`src/rtl/lu_ifetch.sv`:
```
// lu_ifetch: instruction prefetch unit.
//
// Fetches instruction words from a synchronous single-cycle-latency memory
// into a small prefetch FIFO and presents the FIFO head to the processor
// as icode / icode_pc with a valid/ready handshake.
//
// States: IDLE (after reset), RUN (fetching), HALT (fetch stopped by a
// halt word; FIFO still drains). A redirect in RUN flushes the FIFO, kills
// the outstanding read and restarts fetch from redirect_addr.
//
// Optional feature: define LU_IFETCH_HALT_EN to make an all-ones word stop
// fetching (enter HALT). Without it, all-ones is an ordinary instruction,
// HALT is unreachable and halted is tied low.

module lu_ifetch #(
    parameter int ADDR_W = 4,
    parameter int IW     = 8,
    parameter int DEPTH  = 4
) (
    input  logic              clk,
    input  logic              rst,
    input  logic              start,
    input  logic [ADDR_W-1:0] start_addr,
    input  logic              redirect,
    input  logic [ADDR_W-1:0] redirect_addr,
    output logic              mem_rd_en,
    output logic [ADDR_W-1:0] mem_rd_addr,
    input  logic [IW-1:0]     mem_rd_data,
    output logic [IW-1:0]     icode,
    output logic              icode_valid,
    input  logic              icode_ready,
    output logic [ADDR_W-1:0] icode_pc,
    output logic              busy,
    output logic              halted
);

    localparam int PTR_W = (DEPTH > 1) ? $clog2(DEPTH) : 1;
    localparam int CNT_W = PTR_W + 1;
    localparam logic [CNT_W-1:0] DEPTH_CNT = CNT_W'(DEPTH);
`ifdef LU_IFETCH_HALT_EN
    localparam logic [IW-1:0] HALT_WORD = '1;
`endif

    typedef enum logic [1:0] {
        ST_IDLE,
        ST_RUN,
        ST_HALT
    } state_t;

    // Control state
    state_t            state;
    logic [ADDR_W-1:0] pc;
    logic              inflight;       // a read was issued on the previous edge
    logic [ADDR_W-1:0] inflight_addr;  // address of that read
    logic              busy_q;
`ifdef LU_IFETCH_HALT_EN
    logic              halted_q;
`endif

    // Prefetch FIFO
    logic [IW-1:0]     fifo_code [DEPTH];
    logic [ADDR_W-1:0] fifo_pc   [DEPTH];
    logic [PTR_W-1:0]  wr_ptr;
    logic [PTR_W-1:0]  rd_ptr;
    logic [CNT_W-1:0]  count;

    // Per-cycle decisions
    logic              empty;
    logic              redirect_take;
    logic [CNT_W:0]    occupancy;
    logic              issue;
    logic              push;
    logic              pop;
    logic              halt_hit;

    // Decide this cycle's issue, push, pop and halt events
    always_comb begin
        // NOTE: every variable gets a value on every path through this block,
        // so no latch is inferred; blocking '=' is correct in combinational
        // logic, non-blocking '<=' is reserved for clocked state.
        empty         = (count == '0);
        redirect_take = redirect && (state == ST_RUN);
        // Credit counts the registered FIFO level plus the outstanding read;
        // a pop in this same cycle deliberately earns no credit yet.
        occupancy     = {1'b0, count} + {{CNT_W{1'b0}}, inflight};
        issue         = (state == ST_RUN) && !redirect_take
                        && (occupancy < {1'b0, DEPTH_CNT});
        // Returning data of a read overtaken by a redirect is dropped.
        push          = inflight && !redirect_take;
        pop           = !empty && icode_ready && !redirect_take;
`ifdef LU_IFETCH_HALT_EN
        halt_hit      = push && (mem_rd_data == HALT_WORD);
`else
        halt_hit      = 1'b0;
`endif
    end

    // Control FSM: run state, fetch pc, outstanding read and status flags
    always_ff @(posedge clk or negedge rst) begin
        if (!rst) begin
            state         <= ST_IDLE;
            pc            <= '0;
            inflight      <= 1'b0;
            inflight_addr <= '0;
            busy_q        <= 1'b0;
`ifdef LU_IFETCH_HALT_EN
            halted_q      <= 1'b0;
`endif
        end else begin
            inflight <= issue;
            if (issue) begin
                inflight_addr <= pc;
                pc            <= pc + ADDR_W'(1);
            end
            case (state)
                ST_IDLE, ST_HALT: begin
                    if (start) begin
                        state  <= ST_RUN;
                        pc     <= start_addr;
                        busy_q <= 1'b1;
`ifdef LU_IFETCH_HALT_EN
                        halted_q <= 1'b0;
`endif
                    end
                end
                ST_RUN: begin
                    if (redirect) begin
                        // issue is already suppressed, so inflight clears
                        pc <= redirect_addr;
                    end else if (halt_hit) begin
                        // The read issued alongside the halt word is killed.
                        state    <= ST_HALT;
                        inflight <= 1'b0;
`ifdef LU_IFETCH_HALT_EN
                        halted_q <= 1'b1;
`endif
                    end
                end
                default: begin
                    state <= ST_IDLE;
                end
            endcase
        end
    end

    // FIFO pointers and level; a redirect flushes everything
    always_ff @(posedge clk or negedge rst) begin
        if (!rst) begin
            wr_ptr <= '0;
            rd_ptr <= '0;
            count  <= '0;
        end else if (redirect_take) begin
            wr_ptr <= '0;
            rd_ptr <= '0;
            count  <= '0;
        end else begin
            if (push) begin
                wr_ptr <= wr_ptr + PTR_W'(1);
            end
            if (pop) begin
                rd_ptr <= rd_ptr + PTR_W'(1);
            end
            case ({push, pop})
                2'b10:   count <= count + CNT_W'(1);
                2'b01:   count <= count - CNT_W'(1);
                default: count <= count;
            endcase
        end
    end

    // FIFO storage write; credit accounting guarantees it is never full here
    // NOTE: the storage array has no reset; validity is tracked solely by the
    // reset pointers/level, and the outputs are masked while empty.
    always_ff @(posedge clk) begin
        if (push) begin
            fifo_code[wr_ptr] <= mem_rd_data;
            fifo_pc[wr_ptr]   <= inflight_addr;
        end
    end

    assign mem_rd_en   = issue;
    assign mem_rd_addr = pc;

    assign icode_valid = !empty;
    assign icode       = empty ? '0 : fifo_code[rd_ptr];
    assign icode_pc    = empty ? '0 : fifo_pc[rd_ptr];

    assign busy        = busy_q;
`ifdef LU_IFETCH_HALT_EN
    assign halted      = halted_q;
`else
    assign halted      = 1'b0;
`endif

endmodule

```
`config.mk`:
```
export PLATFORM = sky130hd
export DESIGN_NAME = lu_ifetch
export DESIGN_NICKNAME = d
export VERILOG_FILES = /design/src/rtl/lu_ifetch.sv
export SDC_FILE = /design/constraint.sdc
export NUM_CORES = 1
export LEC_CHECK = 0
export CORE_ASPECT_RATIO = 1.4
export CORE_MARGIN = 4
export CORE_UTILIZATION = 40
export DETAILED_ROUTE_END_ITERATION = 8
export SYNTH_ARGS = -nofsm -noshare
export SYNTH_HDL_FRONTEND = slang
export SYNTH_SLANG_ARGS = --single-unit
```
`constraint.sdc`:
```
create_clock -name clk -period 1.95 [get_ports clk]
set_input_delay 0.39 -clock clk [delete_from_list [all_inputs] [get_ports clk]]
set_output_delay 0.39 -clock clk [all_outputs]
set_load 0.01 [all_outputs]
```
Word level (Yosys, flattened, before mapping)
Memory sizes are Yosys's and may differ from the RTL's.
Cells that the tools add are included.
Widths: inputs -> output; s select.
{"block": "op_classes", "eq_ne": 5, "addsub": 6, "mux": 16, "n_reduce_logical": 16, "order_cmp": 1, "bitwise": 1}
{"cell": "$mux 4", "count": 4}
{"cell": "$mux 2", "count": 5}
{"cell": "$mux 8", "count": 1}
{"cell": "$pmux 4 s2", "count": 1}
{"cell": "$logic_and 1x1->1", "count": 6}
{"cell": "$pmux 3 s2", "count": 1}
{"cell": "$add 2x1->2 const B", "count": 2}
{"cell": "$add 3x1->4", "count": 1}
{"cell": "$add 4x1->4 const B", "count": 1}
{"cell": "$eq 2x1->1 const B", "count": 2}
{"cell": "$eq 2x2->1 const B", "count": 2}
{"cell": "$lt 4x3->1 const B", "count": 1}
{"cell": "$pmux 2 s2", "count": 1}
{"cell": "$reduce_and 2->1", "count": 2}
{"cell": "$reduce_bool 2->1", "count": 2}
{"cell": "$add 3x1->3 const B", "count": 1}
{"cell": "$logic_not 3->1", "count": 1}
{"cell": "$mux 3", "count": 1}
{"cell": "$reduce_bool 3->1", "count": 1}
{"cell": "$sub 3x1->3 const B", "count": 1}
{"cell": "$logic_not 1->1", "count": 2}
{"cell": "$logic_not 2->1", "count": 1}
{"cell": "$mux 1", "count": 2}
{"cell": "$ne 2x2->1 const B", "count": 1}
{"cell": "2 further kinds", "count": 2}
{"block": "word_totals", "register_bits": 19, "memories": 2, "mem_bits_rw": 48, "out_inout_bits": 20, "in_bits": 21}
{"name": "fifo_code", "words": 4, "width": 8, "read_ports": 1, "rd_clocked_by_memory_dff": 0, "write_ports": 1, "line_no": "61", "rtl": "logic [IW-1:0] fifo_code [DEPTH];"}
{"name": "fifo_pc", "words": 4, "width": 4, "read_ports": 1, "rd_clocked_by_memory_dff": 0, "write_ports": 1, "line_no": "62", "rtl": "logic [ADDR_W-1:0] fifo_pc [DEPTH];"}

Depth between registers and ports, before layout
Gate-level depths: netlist of the first run.
{"block": "logic_depth", "ltp_word": 8, "ltp_mapped": 7, "depth_no_buf": 6}

Worst setup path after synthesis of the first run
No wires, ideal clock.
{"block": "synth_timing", "kind": "flip-flop to flip-flop", "from": "register count[0]", "to": "register count[2]", "required_ps": 1824, "setup_ps": 126, "arrival_time_ps": 1762, "stages_incl_launch_ff": 7, "path_slack_ps": 62, "cell_sequence": "dfrtp_1 > o31ai_4 > nor3_1 > fa_1 > nor3_1 > o21ai_0 > nor3b_2"}
{"block": "synth_via", "elab_chain_len": 7, "word_cells_on_any_way": 11}
{"element": "from (decl)", "line_no": "65", "rtl": "logic [CNT_W-1:0] count;"}
{"element": "from (signal assigned)", "line_no": "164", "rtl": "2'b10: count <= count + CNT_W'(1);"}
{"element": "from (signal assigned)", "line_no": "165", "rtl": "2'b01: count <= count - CNT_W'(1);"}
{"element": "from (signal assigned)", "line_no": "166", "rtl": "default: count <= count;"}
{"element": "$logic_not 3->1", "line_no": "81", "rtl": "empty = (count == '0);"}
{"element": "$logic_not 1->1", "line_no": "90", "rtl": "pop = !empty && icode_ready && !redirect_take;"}
{"element": "$logic_and 1x1->1 (2 in a row)", "line_no": "90"}
{"element": "$eq 2x1->1 or $eq 2x2->1 (tied branches)", "line_no": "163", "rtl": "case ({push, pop})"}
{"element": "$pmux 3 s2", "line_no": "163"}
{"element": "$mux 3", "line_no": "152", "rtl": "end else if (redirect_take) begin"}
Parallel ways exist; a longest one is shown, timed or not.
A chain may end at the register's enable or synchronous reset.

Worst setup path after layout of the first run
{"block": "layout_timing", "from": "register rd_ptr[0]", "to": "output port icode_pc[2]"}
{"block": "layout_via", "elab_chain_len": 2}
{"element": "from (decl)", "line_no": "64", "rtl": "logic [PTR_W-1:0] rd_ptr;"}
{"element": "from (signal assigned)", "line_no": "161", "rtl": "rd_ptr <= rd_ptr + PTR_W'(1);"}
{"element": "$mem_v2 4x4"}
{"element": "$mux 4", "line_no": "186", "rtl": "assign icode_pc = empty ? '0 : fifo_pc[rd_ptr];"}
{"element": "to (decl)", "line_no": "32", "rtl": "output logic [ADDR_W-1:0] icode_pc,"}
Every way passes these cells.

==> metrics.md, run 1 <==
| Metric | Value |
|---|---|
| Run status | complete, but fails checks |
| Violated checks | setup timing |
| Starting DRT DRC Count | 90 |
| Critical path class | reg -> out |
| Seq cells post-synth | between 60 and 70 |
| Post-synth EDFFs | 48 |
| Comb pwr share | 34.7% |
| R2R Setup Slk | 0.13 ns |
| GR Overflow Total | 0 |
| Routability Congestion | 0.811 |
| Crit path launch type | flip-flop |
| Leakage | 1.45 nW |
| Reg2reg start | count[0]$_DFFE_PN0P_ |
| H-tree depth | 3 |
| Worst r2r dst | count[2]$_DFFE_PN0P_ |
| Max Fanout on Critical Path | 6 |
| ANT cells | 0 |
| Met2 WL | approximately 2900 microns |
| Core ar. | 6700 sq um |
| Synth Flop Type | edfxtp_1 |
| Final Setup Violations | 12 |
| Fillers | approximately 550 |
| Largest net degree at the start of global routing | 19 |
| Mapped Cells | ~170 |
| Final worst-path cycle share | 109% |
| F_max | 469 MHz |
| Clock Path Buffers | 2 |
| Mux contribution to synthesized area | 10.2% |
| Area grow syn2layout | 33.0% |
| Largest family of logic cells by synthesized area | simple AND/OR/NAND/NOR gates |
| Commonest non-fill, non-tap cell in the layout | edfxtp_1 |
| Mean routed wirelength per cell | 16.0 microns |
| Clk sink count | 66 |
| Simple-Gate Fraction of Synth Area | 12.2% |
| Clock period minus worst slack | 2.13 ns |
| Post-synthesis net count | approximately 200 |
| Pre-CTS setup slack | -0.225 ns |
| Synth warn | 0 |
| Top Layer Used | met4 |
| Worst min-delay path category | in -> async |
| Die Y | around 110 microns |
| Distinct cells, synth | 42 |
| Slew of the pin with the lowest slew margin | 0.636 ns |
| Max-slew violation count | 0 |
| Final Hold Fails | 0 |
| Post-synthesis sequential area ratio | 67.2% |
| Die W | around 80 microns |
| Detailed Route WL | 5480 microns |
| DRC viols | 0 |
| Register share of total power | between 30 and 40% |
| Slew headroom | 57.6% |
| Worst Hold Margin | 0.385 ns |
| Max-Cap Viols | 0 |
| Final setup margin | -0.181 ns |
| Routed wl met3 | 265 microns |
| Vias in the first global route | 1,849 |
| Total GRT Usage | between 10% and 20% |
| Fin Setup TNS | -1.47 ns |
| Compound-Gate Fraction of Synth Area | 3.78% |
| Setup crit end kind | output port |
| 1st-pass router iterations | 4 |
| Clock Skew | 0.00513 ns |
| Sw Ratio | 29.4% |
| Adder-cell area share of the yosys netlist | 2.93% |
| Clock tree root buffer cell | clkbuf_8 |
| PwrDens | 1270 nW/um^2 |
| Final non-filler cell total | 343 |
| Syn avg cell area | 16.2 sq um |
| FP Rows | 35 |
| Worst IR Drop VDD | between 0.5 and 0.6 mV |
| NumNets Final | 273 |
| Die Area | 8470 sq um |
| Int Pwr | 3.35 mW |
| Xor/xnor share of the synthesized area | 1.20% |
| Met1 wire length | 2220 microns |
| RSZ-0062 raised after global routing | yes |
| Fraction of layout instances using a drive strength above 1 | 33.5% |
| Initial antenna violation count | 0 |
| First-pass GRT wire length | 9200 microns |
| Mapped Area | 2820 sq um |
| CP startpoint | rd_ptr[0]$_DFFE_PN0P_ |
| Initial Util | between 40% and 50% |
| WP data arrival | 1.74 ns |
| Post-route ant nets | 0 |
| Async SR Flop Fraction | 27.3% |
| Placed insts | 319 |
| Dpl hpwl | 3800 microns |
| Avg Vias per Cell | between 4 and 5 |
| Most frequent cells in the layout | edfxtp_1 (48), clkdlybuf4s50_1 (25), buf_4 (22), dfrtp_1 (18), nand2_1 (17) |
| Required time worst endpoint | 1.56 ns |
| Total CTS buffers | 9 |
| Via Count | between 1.5k and 2k |
| CTS clock-pin slew for the worst setup and hold paths | around 0.070 ns |
| Clock network fraction of total power | 25.6% |
| Worst R2R Path Depth | 7 |
| Switching pwr | about 1.4 mW |
| # IOs | 41 |
| Number of port buffers | 39 |
| Clock Latency Late Sink | 0.33 ns |
| TritonCTS clock tree | yes |
==> kinds of logic after synthesis <==
logic type / count (synthesis)
flops: 66
simple gates: 60
compound gates: 13
mux: 13
buf+inv: 12
fa+ha+maj: 6
xor+xnor: 3
other cells: 1
==> sequential cells by signal, summed over array words and instances, names as in the netlist <==
register and cells:
inflight 1, fifo_pc 16, inflight_addr 4, count 3, mem_rd_addr 4, fifo_code 32, busy 1, rd_ptr 2
wr_ptr 2, state 1
==> per-stage QoR <==
| stage | instance area [sq um] | total power [mW] | util, % |
|---|---|---|---|
| CTS | 3680 | 4.65 | 54.9 |
| detailed placement | 3460 | 3.44 | 51.7 |
| global placement | 3460 | 3.37 | 51.7 |
| finish | 3740 | 4.75 | 55.9 |
| global route | 3740 | 5.03 | 55.9 |
| floorplan | 2820 | 2.68 | - |
==> layout make-up <==
class	instances	area, sq um	area share [%]
Multi-Input combinational cell	96	888	23.7
Inverter	6	30.0	0.802
Timing Repair Buffer	67	609	16.3
Sequential cell	66	1890	50.5
Clock inverter	5	78.8	2.10
Clock buffer	11	131	3.51
Tap cell	92	115	3.07
==> routing by layer <==
| metal | vias to the layer above | track usage (%) |
|---|---|---|
| li1 | 799 | - |
| met1 | 804 | 16.5 |
| met2 | 44 | 25.0 |
| met3 | 12 | 4.02 |
| met4 | 0 | 6.63 |
| met5 | - | 0 |
==> power groups by stage <==
stage | Combinational, mW | Clock [mW] | Sequential (mW)
after floorplan | 0.759 | 0 | 1.92
after global placement | 1.48 | 0 | 1.89
after detailed placement | 1.53 | 0 | 1.91
after CTS | 1.52 | 1.25 | 1.88
after global routing | 1.80 | 1.32 | 1.91
final | 1.65 | 1.22 | 1.88
==> critical path, cell delays in order (launching register included) <==
cell and delay [ns]:
dfrtp_1 0.38, buf_6 0.14, buf_6 0.10, mux4_2 0.48, and2b_1 0.18, buf_6 0.12
==> synth_stat cells, drive strengths merged (4+ instances only) <==
cell	number	area, sq um
nor2b	9	58.8
ha	5	62.6
edfxtp	48	1440
mux4	12	278
nand2	17	63.8
nand3	7	47.6
nor2	5	26.3
and3	5	31.3
and2b	4	30.0
buf	4	28.8
dfrtp	18	450
nor3	4	20.0
inv	5	21.3
==> worst max path at each step <==
stage	to	slack, ns	cells past startpoint
after global placement	count[2]$_DFFE_PN0P_	-0.17	7
after CTS	icode_pc[2]	-0.19	5
final	icode_pc[2]	-0.18	5
after detailed placement	count[2]$_DFFE_PN0P_	-0.23	7
after floorplan	count[2]$_DFFE_PN0P_	0.06	6
after global routing	icode_pc[1]	-0.26	5
==> what timing repair did <==
item | 4_1_cts | 5_1_grt
gates resized for setup | 56 | 13
buffers inserted | 8 | 0
endpoints found under the setup margin | 14 | 13
hold buffers | 0 | 0
cloned | 0 | 0
Power figures use the tool's default switching activity.
==> run 2, diff against run 1 <==
--- a/config.mk
+++ b/config.mk
@@ -5,10 +5,10 @@
 export SDC_FILE = /design/constraint.sdc
 export NUM_CORES = 1
 export LEC_CHECK = 0
-export CORE_ASPECT_RATIO = 1.4
 export CORE_MARGIN = 4
 export CORE_UTILIZATION = 40
 export DETAILED_ROUTE_END_ITERATION = 8
+export PLACE_DENSITY_LB_ADDON = 0.15
 export SYNTH_ARGS = -nofsm -noshare
 export SYNTH_HDL_FRONTEND = slang
 export SYNTH_SLANG_ARGS = --single-unit
==> metrics.md, run 2 (synthesis results as in run 1) <==
| Metric | Value |
|---|---|
| Run status | complete, but fails checks |
| Violated checks | setup timing |
| Initial Util | between 40 and 50% |
| Int Pwr | 3.05 mW |
| CTS clock-pin slew for the worst setup and hold paths | ~0.07 ns |
| Worst min-delay path category | in -> async |
| Register share of total power | 42.6% |
| Crit-path max cell delay | 0.48 ns |
| CP startpoint | rd_ptr[0]$_DFFE_PN0P_ |
| Clock Skew | 0.00404 ns |
| Final worst-path cycle share | 108% |
| Worst IR Drop VDD | 0.487 mV |
| Via Count | 1,633 |
| Clock Path Buffers | 2 |
| Core ar. | 6830 sq um |
| Number of port buffers | 39 |
| NumNets Final | 268 |
| Area grow syn2layout | 29.9% |
| Slew of the pin with the lowest slew margin | a little under 0.7 ns |
| First-pass GRT wire length | 8940 microns |
| F_max | 477 MHz |
| Comb pwr share | 34.7% |
| H-tree depth | 3 |
| Clock tree root buffer cell | clkbuf_8 |
| Clock network fraction of total power | 22.7% |
| Leakage | 1.39 nW |
| Most frequent cells in the layout | edfxtp_1 (48), clkdlybuf4s50_1 (25), buf_4 (18), nand2_1 (17), dfrtp_1 (17) |
| Dpl hpwl | 3540 microns |
| Die Area | 8450 sq um |
| Total GRT Usage | 13.8% |
| Placed insts | between 300 and 400 |
| Die Y | slightly above 90 microns |
| Starting DRT DRC Count | 39 |
| # IOs | 41 |
| Slowest CP cell | mux4_2 |
| Sw Ratio | a little under a third |
| Commonest non-fill, non-tap cell in the layout | edfxtp_1 |
| Final setup margin | -0.148 ns |
| Initial antenna violation count | 0 |
| WP data arrival | 1.71 ns |
| Vias in the first global route | around 1.8k |
| Critical path class | reg -> out |
| Routability Congestion | 0.817 |
| Required time worst endpoint | 1.56 ns |
| Max Fanout on Critical Path | 5 |
| Fraction of layout instances using a drive strength above 1 | 32.9% |
| Post-route ant nets | 0 |
| Clock period minus worst slack | 2.10 ns |
| Mean routed wirelength per cell | 15.5 microns |
| Largest register FFs | 32 |
| Switching pwr | 1.36 mW |
| Crit path launch type | flip-flop |
| Clk sink count | 66 |
| Register with the most flip-flops | fifo_code |
| Max-slew violation count | 0 |
| Crit path cell chain | buf_6 > buf_12 > mux4_2 > and2b_1 > buf_2 |
| Largest net degree at the start of global routing | 19 |
| Hold buffer count at cts | 0 |
| RSZ-0062 raised after global routing | yes |
| Delay-heaviest family, CP | multiplexers |
| Total CTS buffers | 9 |
| PwrDens | between 1000 and 1500 nW/um^2 |
| Detailed Route WL | 5290 microns |
| Reg2reg start | count[0]$_DFFE_PN0P_ |
| Slew headroom | 54.1% |
| Max-Cap Viols | 0 |
| 1st-pass router iterations | 4 |
| GR Overflow Total | 0 |
| FP Rows | 30 |
| Avg Vias per Cell | approximately 4.8 |
| Biggest regs | fifo_code: 32 flops, fifo_pc: 16 flops |
| Setup crit end kind | output port |
| Clock Latency Late Sink | 0.32 ns |
| Final Setup Violations | 12 |
| TritonCTS clock tree | yes |
| DRC viols | 0 |
| Pre-CTS setup slack | -0.229 ns |
| ANT cells | 0 |
| Critical path buffers and inverters | 3 |
| Final Hold Fails | 0 |
| Die W | 91.9 microns |
| Final non-filler cell total | 342 |
## run 2: cell count changes in the layout (fill, tap and decap cells not counted), sizes merged
cell,delta
clkbuf,-1
clkinvlp,+3
clkinv,-1
inv,+1
buf,-5
bufinv,-2
## run 2: area by class of cell
| type | count | area [sq um] |
|---|---|---|
| tap | 96 | 120 |
| multi-input combinational | 96 | 878 |
| fill | 588 | 3170 |
| timing repair buffer | 62 | 558 |
| sequential | 66 | 1890 |
| clock inverter | 6 | 41.3 |
| clock buffer | 10 | 138 |
| inverter | 6 | 30.0 |
## run 2: final timing paths
kind                                       endpoint  slack, ns  depth (start not counted)
setup / recovery                           icode[6]      -0.15                          5
hold / removal             mem_rd_addr[2]$_DFF_PN0_       0.39                          2
setup reg to reg               count[2]$_DFFE_PN0P_       0.13                          7
hold reg to reg                    busy$_DFFE_PN0P_       0.48                          1
max in group asynchronous     rd_ptr[0]$_DFFE_PN0P_       1.34                          2
min in group clk                   busy$_DFFE_PN0P_       0.48                          1
## run 2: worst register-to-register path: stages (launching register included)
cell and delay (ns):
dfrtp_1 0.38, buf_4 0.16, o31ai_4 0.25, nor3_1 0.10, fa_2 0.36, and3_1 0.17
o21ai_0 0.13, nor3b_2 0.18
## run 2: timing repair
item | 4_1_cts | 5_1_grt
pin swaps | 0 | 1
cloned | 1 | 0
resized for setup | 57 | 8
setup buffers | 5 | 2
setup endpoints to repair | 14 | 13
## run 2: power groups by stage
stage	logic, mW	clock network (mW)	registers, mW
2_1_floorplan	0.759	0	1.92
3_3_place_gp	1.49	0	1.89
3_5_place_dp	1.52	0	1.91
4_1_cts	1.52	1.03	1.88
5_1_grt	1.70	1.11	1.91
6_report	1.53	1.00	1.88
## run 2: routing by layer
metal / global-route usage, % / up-vias / part of all wire [%]
li1: - / 788 / -
met2: 23.8 / 39 / 52
met1: 16.5 / 801 / 44
met4: 7.18 / 0 / 0.83
met5: 0 / - / 0
met3: 2.46 / 5 / 3.6
## run 2: per-stage QoR
stage	hold slack, ns	total power, mW	setup TNS [ns]	util, %	area (sq um)
global placement	0.452	3.38	-4.29	50.6	3460
CTS	0.390	4.44	-1.76	53.3	3640
floorplan	0.0944	2.68	0	-	2820
finish	0.393	4.42	-1.31	53.6	3660
global route	0.399	4.72	-2.31	53.6	3660
detailed placement	0.466	3.43	-6.69	50.6	3460
==> run 3, diff against run 2 <==
--- a/config.mk
+++ b/config.mk
@@ -9,6 +9,7 @@
 export CORE_UTILIZATION = 40
 export DETAILED_ROUTE_END_ITERATION = 8
 export PLACE_DENSITY_LB_ADDON = 0.15
+export REMOVE_ABC_BUFFERS = 1
 export SYNTH_ARGS = -nofsm -noshare
 export SYNTH_HDL_FRONTEND = slang
 export SYNTH_SLANG_ARGS = --single-unit
==> metrics.md, run 3 (synthesis results as in run 1) <==
| Metric | Value |
|---|---|
| First-pass GRT wire length | 8820 microns |
| Largest net degree at the start of global routing | 19 |
| Most frequent cells in the layout | edfxtp_1 (48), clkdlybuf4s50_1 (25), dfrtp_1 (18), nand2_1 (17), buf_4 (16) |
| GR Overflow Total | 0 |
| Slew of the pin with the lowest slew margin | 0.640 ns |
| Post-route ant nets | 0 |
| Worst IR Drop VDD | 0.523 mV |
| TritonCTS clock tree | yes |
| Max Fanout on Critical Path | 7 |
| Final worst-path cycle share | 106% |
| Register with the most flip-flops | fifo_code |
| Area grow syn2layout | 29.7% |
| Clk sink count | 66 |
| Leakage | ~1.4 nW |
| Fraction of layout instances using a drive strength above 1 | a little over 30% |
| Clock Path Buffers | 2 |
| Pre-CTS setup slack | -0.234 ns |
| Final Hold Fails | 0 |
| Final setup margin | -0.126 ns |
| Max-slew violation count | 0 |
| Hold buffer count at cts | 0 |
| Die Area | around 8400 sq um |
| Vias in the first global route | 1,737 |
| PwrDens | 1240 nW/um^2 |
| H-tree depth | 3 |
| CTS clock-pin slew for the worst setup and hold paths | ~0.07 ns |
| Clock tree root buffer cell | clkbuf_8 |
| Crit path launch type | flip-flop |
| RSZ-0062 raised after global routing | yes |
| Fillers | 580 |
| Violated checks | setup timing |
| Largest register FFs | 32 |
| # IOs | about 40 |
| Post-layout util | 53.5% |
| Biggest regs | fifo_code: 32 flops, fifo_pc: 16 flops |
| Worst Hold Margin | approximately 0.38 ns |
| Required time worst endpoint | 1.56 ns |
| 1st-pass router iterations | 4 |
| Starting DRT DRC Count | 77 |
| Clock period minus worst slack | 2.08 ns |
| ANT cells | 0 |
| Critical path class | reg -> out |
| Clock Skew | 0.00793 ns |
| Avg Vias per Cell | 4.86 |
| Final Setup Violations | 12 |
| F_max | between 400 and 500 MHz |
| WP data arrival | 1.69 ns |
| Max-Cap Viols | 0 |
| Mean routed wirelength per cell | 15.6 microns |
| Initial Util | roughly 41% |
| Setup crit end kind | output port |
| Clock Latency Late Sink | 0.33 ns |
| Total CTS buffers | 9 |
| Slew headroom | a little under three fifths |
| Die Y | 91.9 microns |
| Run status | complete, but fails checks |
| Initial antenna violation count | 0 |
| NumNets Final | 265 |
| Number of port buffers | 39 |
| FP Rows | 30 |
| Commonest non-fill, non-tap cell in the layout | edfxtp_1 |
| Detailed Route WL | 5280 microns |
| Dpl hpwl | 3550 microns |
| Die W | 91.9 microns |
| DRC viols | 0 |
| Total GRT Usage | 13.7% |
| Via Count | between 1.5k and 2k |
| Worst min-delay path category | in -> async |
| Core ar. | 6830 sq um |
| Routability Congestion | 0.795 |
## run 3: worst max-delay path, cell delays in order, from the launching register on
cell and delay [ns]:
dfrtp_1 0.38, buf_6 0.17, mux4_2 0.51, and2b_1 0.18, buf_2 0.13
## run 3: path summary, 6_finish.rpt
check,start,endpoint,slack [ns],cells past startpoint
worst min register to register,busy$_DFFE_PN0P_,busy$_DFFE_PN0P_,0.48,1
max in group asynchronous,rst,inflight_addr[1]$_DFFE_PN0P_,1.37,2
worst max-delay path,rd_ptr[0]$_DFFE_PN0P_,icode_pc[2],-0.13,4
worst max register to register,count[0]$_DFFE_PN0P_,count[2]$_DFFE_PN0P_,0.11,7
worst min-delay path,rst,count[2]$_DFFE_PN0P_,0.38,2
min in group clk,busy$_DFFE_PN0P_,busy$_DFFE_PN0P_,0.48,1
## run 3: what timing repair did
item,in CTS,in global routing
setup endpoints to repair,14,13
pin swaps,1,0
setup buffers,2,1
gates cloned,1,0
resized for setup,55,6
## run 3: stage by stage
step	total power, mW	setup TNS, ns	cell area, sq um	instances
2_1_floorplan	2.65	0	2780	168
3_3_place_gp	3.40	-2.88	3460	321
3_5_place_dp	3.46	-3.61	3460	321
4_1_cts	4.60	-2.07	3660	339
5_1_grt	4.81	-2.08	3650	338
6_report	4.55	-1.05	3650	338
## run 3: metal layers
metal | part of all wire (%) | track usage [%] | up-vias
li1 | - | - | 778
met1 | 45 | 17.8 | 805
met2 | 49 | 21.5 | 50
met3 | 4.4 | 3.86 | 8
met4 | 1.5 | 5.94 | 0
met5 | 0 | 0 | -
## run 3: report_power, final
group | total, mW | switching (mW) | internal (mW)
Combinational | 1.45 | 0.701 | 0.752
Clock | 1.20 | 0.495 | 0.705
Sequential | 1.89 | 0.149 | 1.74
## run 3: area by class of cell
class	instances	area, sq um	area share, %
clock inverter	6	82.6	2.26
multi-input combinational	96	882	24.1
timing repair buffer	59	523	14.3
clock buffer	9	124	3.39
tap	96	120	3.29
inverter	6	30.0	0.822
sequential	66	1890	51.8
